<file path="config.mk">
export PLATFORM = sky130hd
export DESIGN_NAME = branch_ctrl
export DESIGN_NICKNAME = d
export VERILOG_FILES = /design/src/rtl/branch_ctrl.sv
export SDC_FILE = /design/constraint.sdc
export NUM_CORES = 1
export LEC_CHECK = 0
export BUFFER_PORTS_ARGS = -buffer_cell sky130_fd_sc_hd__buf_2
export CAP_MARGIN = 20
export CELL_PAD_IN_SITES_DETAIL_PLACEMENT = 1
export CELL_PAD_IN_SITES_GLOBAL_PLACEMENT = 1
export CORE_AREA = 5 5 186 188
export CTS_CLUSTER_SIZE = 40
export DETAILED_ROUTE_END_ITERATION = 12
export DIE_AREA = 0 0 191 193
export HOLD_SLACK_MARGIN = 0.15
export PLACE_DENSITY_LB_ADDON = 0.2
export SETUP_SLACK_MARGIN = 0.4
export SYNTH_ARGS = -nofsm -noshare
export SYNTH_HDL_FRONTEND = slang
export SYNTH_SLANG_ARGS = --single-unit
</file>
<file path="constraint.sdc">
create_clock -name clk -period 2.77 [get_ports clk]
set_input_delay 0 -clock clk [delete_from_list [all_inputs] [get_ports clk]]
set_output_delay 0 -clock clk [all_outputs]
set_load 0.05 [all_outputs]
</file>
<file path="src/rtl/branch_ctrl.sv">
// rtl/branch_ctrl.sv - branch/jump resolution controller driving the shared comparator
// Optional perf counters enabled by defining BRANCH_CTRL_PERF_EN.
module branch_ctrl #(
    parameter int DATA_WIDTH = 32
) (
    input  logic                  clk,
    input  logic                  rst_n,
    input  logic                  flush_i,
    input  logic                  req_valid_i,
    output logic                  req_ready_o,
    input  logic [1:0]            req_kind_i,
    input  logic [2:0]            req_funct3_i,
    input  logic [DATA_WIDTH-1:0] req_pc_i,
    input  logic [DATA_WIDTH-1:0] req_imm_i,
    input  logic [DATA_WIDTH-1:0] req_rs1_i,
    input  logic [DATA_WIDTH-1:0] req_rs2_i,
    output logic [DATA_WIDTH-1:0] cmp_rs1_o,
    output logic [DATA_WIDTH-1:0] cmp_rs2_o,
    output logic [2:0]            cmp_funct3_o,
    input  logic                  cmp_flag_i,
    output logic                  resolve_valid_o,
    output logic                  resolve_taken_o,
    output logic                  resolve_exc_o,
    output logic [DATA_WIDTH-1:0] link_data_o,
    output logic                  redirect_valid_o,
    output logic [DATA_WIDTH-1:0] redirect_pc_o,
`ifdef BRANCH_CTRL_PERF_EN
    output logic [31:0]           perf_taken_cnt_o,
    output logic [31:0]           perf_ntaken_cnt_o,
`endif
    input  logic                  redirect_ready_i
);

    typedef enum logic [1:0] {
        S_IDLE  = 2'd0,
        S_EVAL  = 2'd1,
        S_RESP  = 2'd2,
        S_REDIR = 2'd3
    } state_t;

    localparam logic [1:0] KIND_JAL  = 2'd1;
    localparam logic [1:0] KIND_JALR = 2'd2;

    state_t r_state;
    state_t w_state_nxt;

    logic [1:0]            r_kind;
    logic [2:0]            r_funct3;
    logic [DATA_WIDTH-1:0] r_pc;
    logic [DATA_WIDTH-1:0] r_imm;
    logic [DATA_WIDTH-1:0] r_rs1;
    logic [DATA_WIDTH-1:0] r_rs2;

    logic                  r_resolve_valid;
    logic                  r_resolve_taken;
    logic                  r_resolve_exc;
    logic [DATA_WIDTH-1:0] r_link;
    logic                  r_redirect_valid;
    logic [DATA_WIDTH-1:0] r_redirect_pc;

    logic                  w_accept;
    logic                  w_is_jump;
    logic                  w_cond_ok;
    logic                  w_taken;
    logic [DATA_WIDTH-1:0] w_target;
    logic                  w_exc;
    logic [DATA_WIDTH-1:0] w_link;

    assign req_ready_o = (r_state == S_IDLE);
    assign w_accept    = req_valid_i && req_ready_o && !flush_i;

    // funct3 2/3 have no branch meaning; force not-taken regardless of the comparator
    assign w_is_jump = (r_kind == KIND_JAL) || (r_kind == KIND_JALR);
    assign w_cond_ok = (r_funct3[2:1] != 2'b01);
    assign w_taken   = w_is_jump || (cmp_flag_i && w_cond_ok);
    assign w_target  = (r_kind == KIND_JALR)
                     ? ((r_rs1 + r_imm) & {{(DATA_WIDTH-1){1'b1}}, 1'b0})
                     : (r_pc + r_imm);
    assign w_exc     = w_taken && w_target[1];
    assign w_link    = r_pc + DATA_WIDTH'(4);

    always_ff @(posedge clk or negedge rst_n) begin
        if (!rst_n) begin
            r_state <= S_IDLE;
        end else begin
            r_state <= w_state_nxt;
        end
    end

    always_comb begin
        w_state_nxt = r_state;
        if (flush_i) begin
            w_state_nxt = S_IDLE;
        end else begin
            case (r_state)
                S_IDLE:  if (req_valid_i) w_state_nxt = S_EVAL;
                S_EVAL:  w_state_nxt = (w_taken && !w_exc) ? S_REDIR : S_RESP;
                S_RESP:  w_state_nxt = S_IDLE;
                S_REDIR: if (redirect_ready_i) w_state_nxt = S_IDLE;
                default: w_state_nxt = S_IDLE;
            endcase
        end
    end

    always_ff @(posedge clk or negedge rst_n) begin
        if (!rst_n) begin
            r_kind           <= '0;
            r_funct3         <= '0;
            r_pc             <= '0;
            r_imm            <= '0;
            r_rs1            <= '0;
            r_rs2            <= '0;
            r_resolve_valid  <= 1'b0;
            r_resolve_taken  <= 1'b0;
            r_resolve_exc    <= 1'b0;
            r_link           <= '0;
            r_redirect_valid <= 1'b0;
            r_redirect_pc    <= '0;
        end else if (flush_i) begin
            r_kind           <= '0;
            r_funct3         <= '0;
            r_pc             <= '0;
            r_imm            <= '0;
            r_rs1            <= '0;
            r_rs2            <= '0;
            r_resolve_valid  <= 1'b0;
            r_resolve_taken  <= 1'b0;
            r_resolve_exc    <= 1'b0;
            r_link           <= '0;
            r_redirect_valid <= 1'b0;
            r_redirect_pc    <= '0;
        end else begin
            r_resolve_valid <= 1'b0;
            if (w_accept) begin
                r_kind   <= req_kind_i;
                r_funct3 <= req_funct3_i;
                r_pc     <= req_pc_i;
                r_imm    <= req_imm_i;
                r_rs1    <= req_rs1_i;
                r_rs2    <= req_rs2_i;
            end
            case (r_state)
                S_EVAL: begin
                    r_resolve_valid <= 1'b1;
                    r_resolve_taken <= w_taken;
                    r_resolve_exc   <= w_exc;
                    r_link          <= w_link;
                    if (w_taken && !w_exc) begin
                        r_redirect_valid <= 1'b1;
                        r_redirect_pc    <= w_target;
                    end
                end
                S_REDIR: begin
                    if (redirect_ready_i) begin
                        r_redirect_valid <= 1'b0;
                    end
                end
                default: ;
            endcase
        end
    end

    assign cmp_rs1_o        = r_rs1;
    assign cmp_rs2_o        = r_rs2;
    assign cmp_funct3_o     = r_funct3;
    assign resolve_valid_o  = r_resolve_valid;
    assign resolve_taken_o  = r_resolve_taken;
    assign resolve_exc_o    = r_resolve_exc;
    assign link_data_o      = r_link;
    assign redirect_valid_o = r_redirect_valid;
    assign redirect_pc_o    = r_redirect_pc;

`ifdef BRANCH_CTRL_PERF_EN
    logic [31:0] r_perf_taken;
    logic [31:0] r_perf_ntaken;

    // Only plain conditional branches are counted; flush does not clear history
    always_ff @(posedge clk or negedge rst_n) begin
        if (!rst_n) begin
            r_perf_taken  <= '0;
            r_perf_ntaken <= '0;
        end else if (r_resolve_valid && (r_kind == 2'd0) && !r_resolve_exc) begin
            if (r_resolve_taken) begin
                r_perf_taken <= r_perf_taken + 32'd1;
            end else begin
                r_perf_ntaken <= r_perf_ntaken + 32'd1;
            end
        end
    end

    assign perf_taken_cnt_o  = r_perf_taken;
    assign perf_ntaken_cnt_o = r_perf_ntaken;
`endif

endmodule
</file>
Word level (Yosys, flattened, before mapping)
Cells that the tools add are included.
{ "op_classes": {"add_sub_neg": 3, "eq_ne": 9, "muxes": 33, "reduce_logical": 17} }
{ "op_table": {"columns": ["op", "n"], "rows": [
  ["$mux W32", 14],
  ["$add A32 B32 Y32", 2],
  ["$add A32 B3 Y32 const B", 1],
  ["$mux W1", 10],
  ["$mux W2", 5],
  ["$ne A3 B3 Y1 const B", 3],
  ["$pmux W2 S4", 1],
  ["$eq A2 B2 Y1 const B", 3],
  ["$mux W3", 2],
  ["$reduce_bool A2 Y1", 3],
  ["$logic_and A1 B1 Y1", 5],
  ["$eq A2 B1 Y1 const B", 2],
  ["$reduce_and A2 Y1", 2],
  ["$reduce_and A3 Y1", 1],
  ["$reduce_bool A3 Y1", 1],
  ["$logic_not A1 Y1", 2],
  ["$logic_not A2 Y1", 1],
  ["$logic_or A1 B1 Y1", 2],
  ["$ne A2 B1 Y1 const B", 1],
  ["$pmux W1 S2", 1]
]} }
{ "word_totals": {"register_bits": 203, "out_inout_bits": 136, "word_cells": 75} }

Longest topological paths before layout
{ "depth": {"depth_word": 9, "ltp_mapped": 13, "mapped_depth_nobuf": 13} }

Worst setup path after synthesis
No wires, ideal clock.
{ "synth_path": {"path_kind": "reg-to-reg", "from": "reg r_rs1[2], in the netlist cmp_rs1_o[2]", "to": "reg r_redirect_pc[16], in the netlist redirect_pc_o[16]", "setup_ns": 0.134, "arrival_ns": 2.691, "required_time_ns": 2.636, "slack_ns": -0.054, "stages_incl_launch_ff": 12, "path_buffers": 0, "cell_sequence": "dfrtp_1 ha_1 nor2b_1 o31ai_1 nand2_1 a221o_1 a21oi_1 o21bai_1 a31o_1 a21oi_1 xor2_1 o21ai_0"} }
{ "synth_between": {"elab_chain_cells": 5} }
{ "synth_lines": {"columns": ["element", "line_no", "text"], "rows": [
  ["from (decl)", "51", "logic [DATA_WIDTH-1:0] r_rs1;"],
  ["from (signal assigned)", "139", "r_rs1 <= req_rs1_i;"],
  ["$add A32 B32 Y32", "77", "? ((r_rs1 + r_imm) & {{(DATA_WIDTH-1){1'b1}}, 1'b0})"],
  ["$mux W32", "77", null],
  ["$mux W32", "148", "if (w_taken && !w_exc) begin"],
  ["$mux W32", "142", "case (r_state)"],
  ["$mux W32", "119", "end else if (flush_i) begin"],
  ["to (signal assigned)", "150", "r_redirect_pc <= w_target;"],
  ["to (decl)", "59", "logic [DATA_WIDTH-1:0] r_redirect_pc;"]
]} }
Every way passes these cells. The select of a mux whose other input is x is not followed.
A chain may end at the register's enable or synchronous reset.

Worst setup path after layout
{ "layout_path": {"from": "reg r_pc[3]", "to": "reg r_redirect_pc[19], in the netlist redirect_pc_o[19]"} }
{ "layout_between": {"elab_chain_cells": 5} }
{ "layout_lines": {"columns": ["element", "line_no", "text"], "rows": [
  ["from (decl)", "49", "logic [DATA_WIDTH-1:0] r_pc;"],
  ["from (signal assigned)", "137", "r_pc <= req_pc_i;"],
  ["$add A32 B32 Y32", "78", ": (r_pc + r_imm);"],
  ["$mux W32", "77", null],
  ["$mux W32", "148", null],
  ["$mux W32", "142", null],
  ["$mux W32", "119", null]
]} }
Every way passes these cells. The select of a mux whose other input is x is not followed.

==> metrics.md <==
| Metric | Value |
|---|---|
| Final Util | between 50% and 60% |
| Worst-Margin Slew | 983 ps |
| CTS sink cnt | 203 |
| Via count | 12000 |
| Area growth syn-to-layout | 49.2% |
| Final setup TNS | 0 ps |
| First-pass GRT wire length | a little over 70000 µm |
| Syn Inst Count | 1363 |
| HP Class | in -> reg |
| Most frequent cells in the layout | nand2_1, buf_2, a21oi_1, dfrtp_1, dlygate4sd3_1 |
| Final instance area | roughly 17000 µm² |
| Synth Net Count | 1567 |
| CP Capture Type | flip-flop |
| Pre-antenna DRT Iters | 5 |
| RePlAce Congestion | 0.877 |
| Die height | 193 µm |
| Reg2reg start | r_pc[3] |
| Initial antenna violation count | 1 |
| RSZ-0062 raised after global routing | true |
| Largest net degree at the start of global routing | 87 |
| FP Rows | between 60 and 70 |
| Synthesized area per cell | 8.50 µm² |
| Hold_sp | req_valid_i |
| Mapped Area | between 10000 and 15000 µm² |
| Synthesis-stage register bit count | ~200 |
| Horiz. Die Dim | 191 µm |
| Share of layout cells above drive strength 1 | a little under a third |
| Fill count | 3881 |
| Tot GR Track Use | 24.7% |
| Final hold slack | about 170 ps |
| Drt via density | 5.14 |
| Arrival time worst endpoint | 3170 ps |
| Core area | 32900 µm² |
| Post-synthesis cell type count | between 60 and 70 |
| DP HPWL | 32500 µm |
| ANT nets after route | 0 |
| NumNets Final | 2067 |
| Vias in the first global route | 13100 |
| VDD IR max | 493 µV |
| Clock buffer depth | 3 |
| Final Hold Viols | 0 |
| Clock Pin Slew Worst Setup and Hold Paths | 60 ps |
| Final WL | roughly 47000 µm |
| Most common cell after layout, fill and taps aside | nand2_1 |
| Leakage Power | 0.00813 µW |
| FMAX | around 360 MHz |
| Number of flops mapped to enable cells by yosys | 0 |
| Prevailing post-synth register cell | dfrtp_1 |
| Routed len/inst | 20.1 µm |
| Status | complete, no violations |
| Power per Cell Area | 513 nW/µm² |
| Register area share after synthesis | 43.9% |
| Clock Skews | between 15 and 20 ps |
| Skew-Pair Late Insertion Delay | 540 ps |
| Max-cap violations | 0 |
| Critical path class | reg -> reg |
| Die Area | 36900 µm² |
| Ys async rst share | 100% |
| Period utilization | 99.6% |
| Port Buffers | around 270 |
| Slew HR | 34.5% |
| Drt initial violations | 425 |
| Startpoint types | flip-flop |
| CP Max Fanout | 4 |
| Fin. max-slew vios | 0 |
| DRC | 0 |
| Overflow after GRT | 0 |
| Tmin final | roughly 2800 ps |
| Starting density of the core | a little over a third |
| I/O pins | about 280 |
| CTS H-tree lvls | 1 |
| Synth warnings | 0 |
| CTS buffer count | 26 |
| Clk root buf | clkbuf_16 |
| CTS tree | done |
| Final setup viols | 0 |
| Worst Path Required | ~3200 ps |
| DP Area | ~14000 µm² |
| Crit path launch | r_pc[3] |
[repair_timing]
action                                  in CTS  in global routing
hold buffers                               140                  0
setup buffers                               21                  6
endpoints found under the setup margin      35                 30
gates resized for setup                     74                 48
pin swaps                                   31                 22
endpoints found under the hold margin      368                  0
[state kept, by name, summed over array words and instances, names as in the netlist]
signal	cells
resolve_valid_o	1
redirect_valid_o	1
cmp_rs1_o	32
cmp_funct3_o	3
r_imm	32
cmp_rs2_o	32
link_data_o	32
r_pc	32
resolve_exc_o	1
r_state	2
resolve_taken_o	1
r_kind	2
redirect_pc_o	32
[metrics by stage]
step,setup slack [ps],instances,power (µW)
floorplan,227,1363,4560
global placement,-35.1,2116,5300
detailed placement,-79.4,2116,5340
CTS,3.95,2322,8900
global route,-94.3,2329,9270
finish,11.5,2331,8860
[final timing paths]
path                       cells after the start                end  slack (ps)
min reg2reg                                    2     link_data_o[9]         480
max in group asynchronous                      4       cmp_rs1_o[3]        1740
min in group asynchronous                      4           r_pc[13]         650
max                                           12  redirect_pc_o[19]          10
max reg2reg                                   12  redirect_pc_o[19]          10
min                                            4      cmp_rs1_o[30]         170
[metal layers]
metal  GRT usage, %  part of all wire (%)  vias up
li1               -                     -     5711
met1           30.9                    43     5957
met2           44.5                    51      255
met3           4.02                   4.1       63
met4           6.38                   2.5        0
met5              0                     0        -
[where the power goes]
part | internal, µW | leakage [µW] | switching (µW)
clock network | 1970 | 0.000385 | 1310
logic | 851 | 0.00502 | 1400
registers | 3140 | 0.00273 | 186
total | 5960 | 0.00813 | 2900
[cell usage after synthesis (all sizes together), types with 3 or more instances]
| library cell | n | share of area, % |
|---|---|---|
| nand2 | 374 | 12 |
| nor2 | 49 | 1.6 |
| a22o | 4 | 0.30 |
| xnor2 | 40 | 3.0 |
| a221o | 5 | 0.43 |
| nor3 | 10 | 0.52 |
| a211oi | 5 | 0.37 |
| buf | 10 | 0.45 |
| a41oi | 3 | 0.39 |
| a221oi | 3 | 0.28 |
| o211ai | 6 | 0.51 |
| nor2b | 9 | 0.49 |
| and3 | 14 | 0.78 |
| and2 | 6 | 0.33 |
| inv | 21 | 0.68 |
| or3 | 3 | 0.17 |
| ha | 63 | 6.8 |
| mux2i | 3 | 0.26 |
| nand3 | 24 | 1.1 |
| dfrtp | 203 | 44 |
| nand4 | 11 | 0.59 |
| xor2 | 43 | 3.3 |
| a21o | 18 | 1.2 |
| o31ai | 5 | 0.41 |
| o21a | 5 | 0.32 |
| clkbuf | 58 | 1.9 |
| a31oi | 11 | 0.59 |
| o21ai | 103 | 4.5 |
| and4 | 5 | 0.38 |
| a22oi | 14 | 0.91 |
| o21bai | 3 | 0.19 |
| nand2b | 13 | 0.70 |
| a21oi | 198 | 8.6 |
[critical path: stages, from the launching register on]
cell	delay (ps)
dfrtp_2	440
ha_4	280
a21o_1	200
a21oi_4	180
a2111oi_4	100
buf_4	160
o21a_1	190
o21a_1	190
o21ai_1	130
nand2b_1	120
a211oi_2	250
xnor2_1	120
a221o_1	300
[logic make-up after synthesis]
family	after synthesis	synth area share (%)
multiplexers	3	0.259
XOR/XNOR	83	6.28
adder cells (fa/ha/maj)	65	7.15
buffers and inverters	89	3.04
flip-flops	203	43.9
AND/OR/NAND/NOR	524	19.1
AO/OA/AOI/OAI	396	20.3
[final cells by class]
cell class,instances,area [µm²],share of cell area [%]
Clock inverter,4,83.8,0.485
Sequential cell,203,5110,29.6
Antenna cell,3,7.51,0.0434
Multi-Input combinational cell,1071,6870,39.7
Tap cell,448,561,3.24
Inverter,21,78.8,0.456
Timing Repair Buffer,540,3850,22.3
Clock buffer,41,727,4.21
Power figures use the tool's default switching activity.
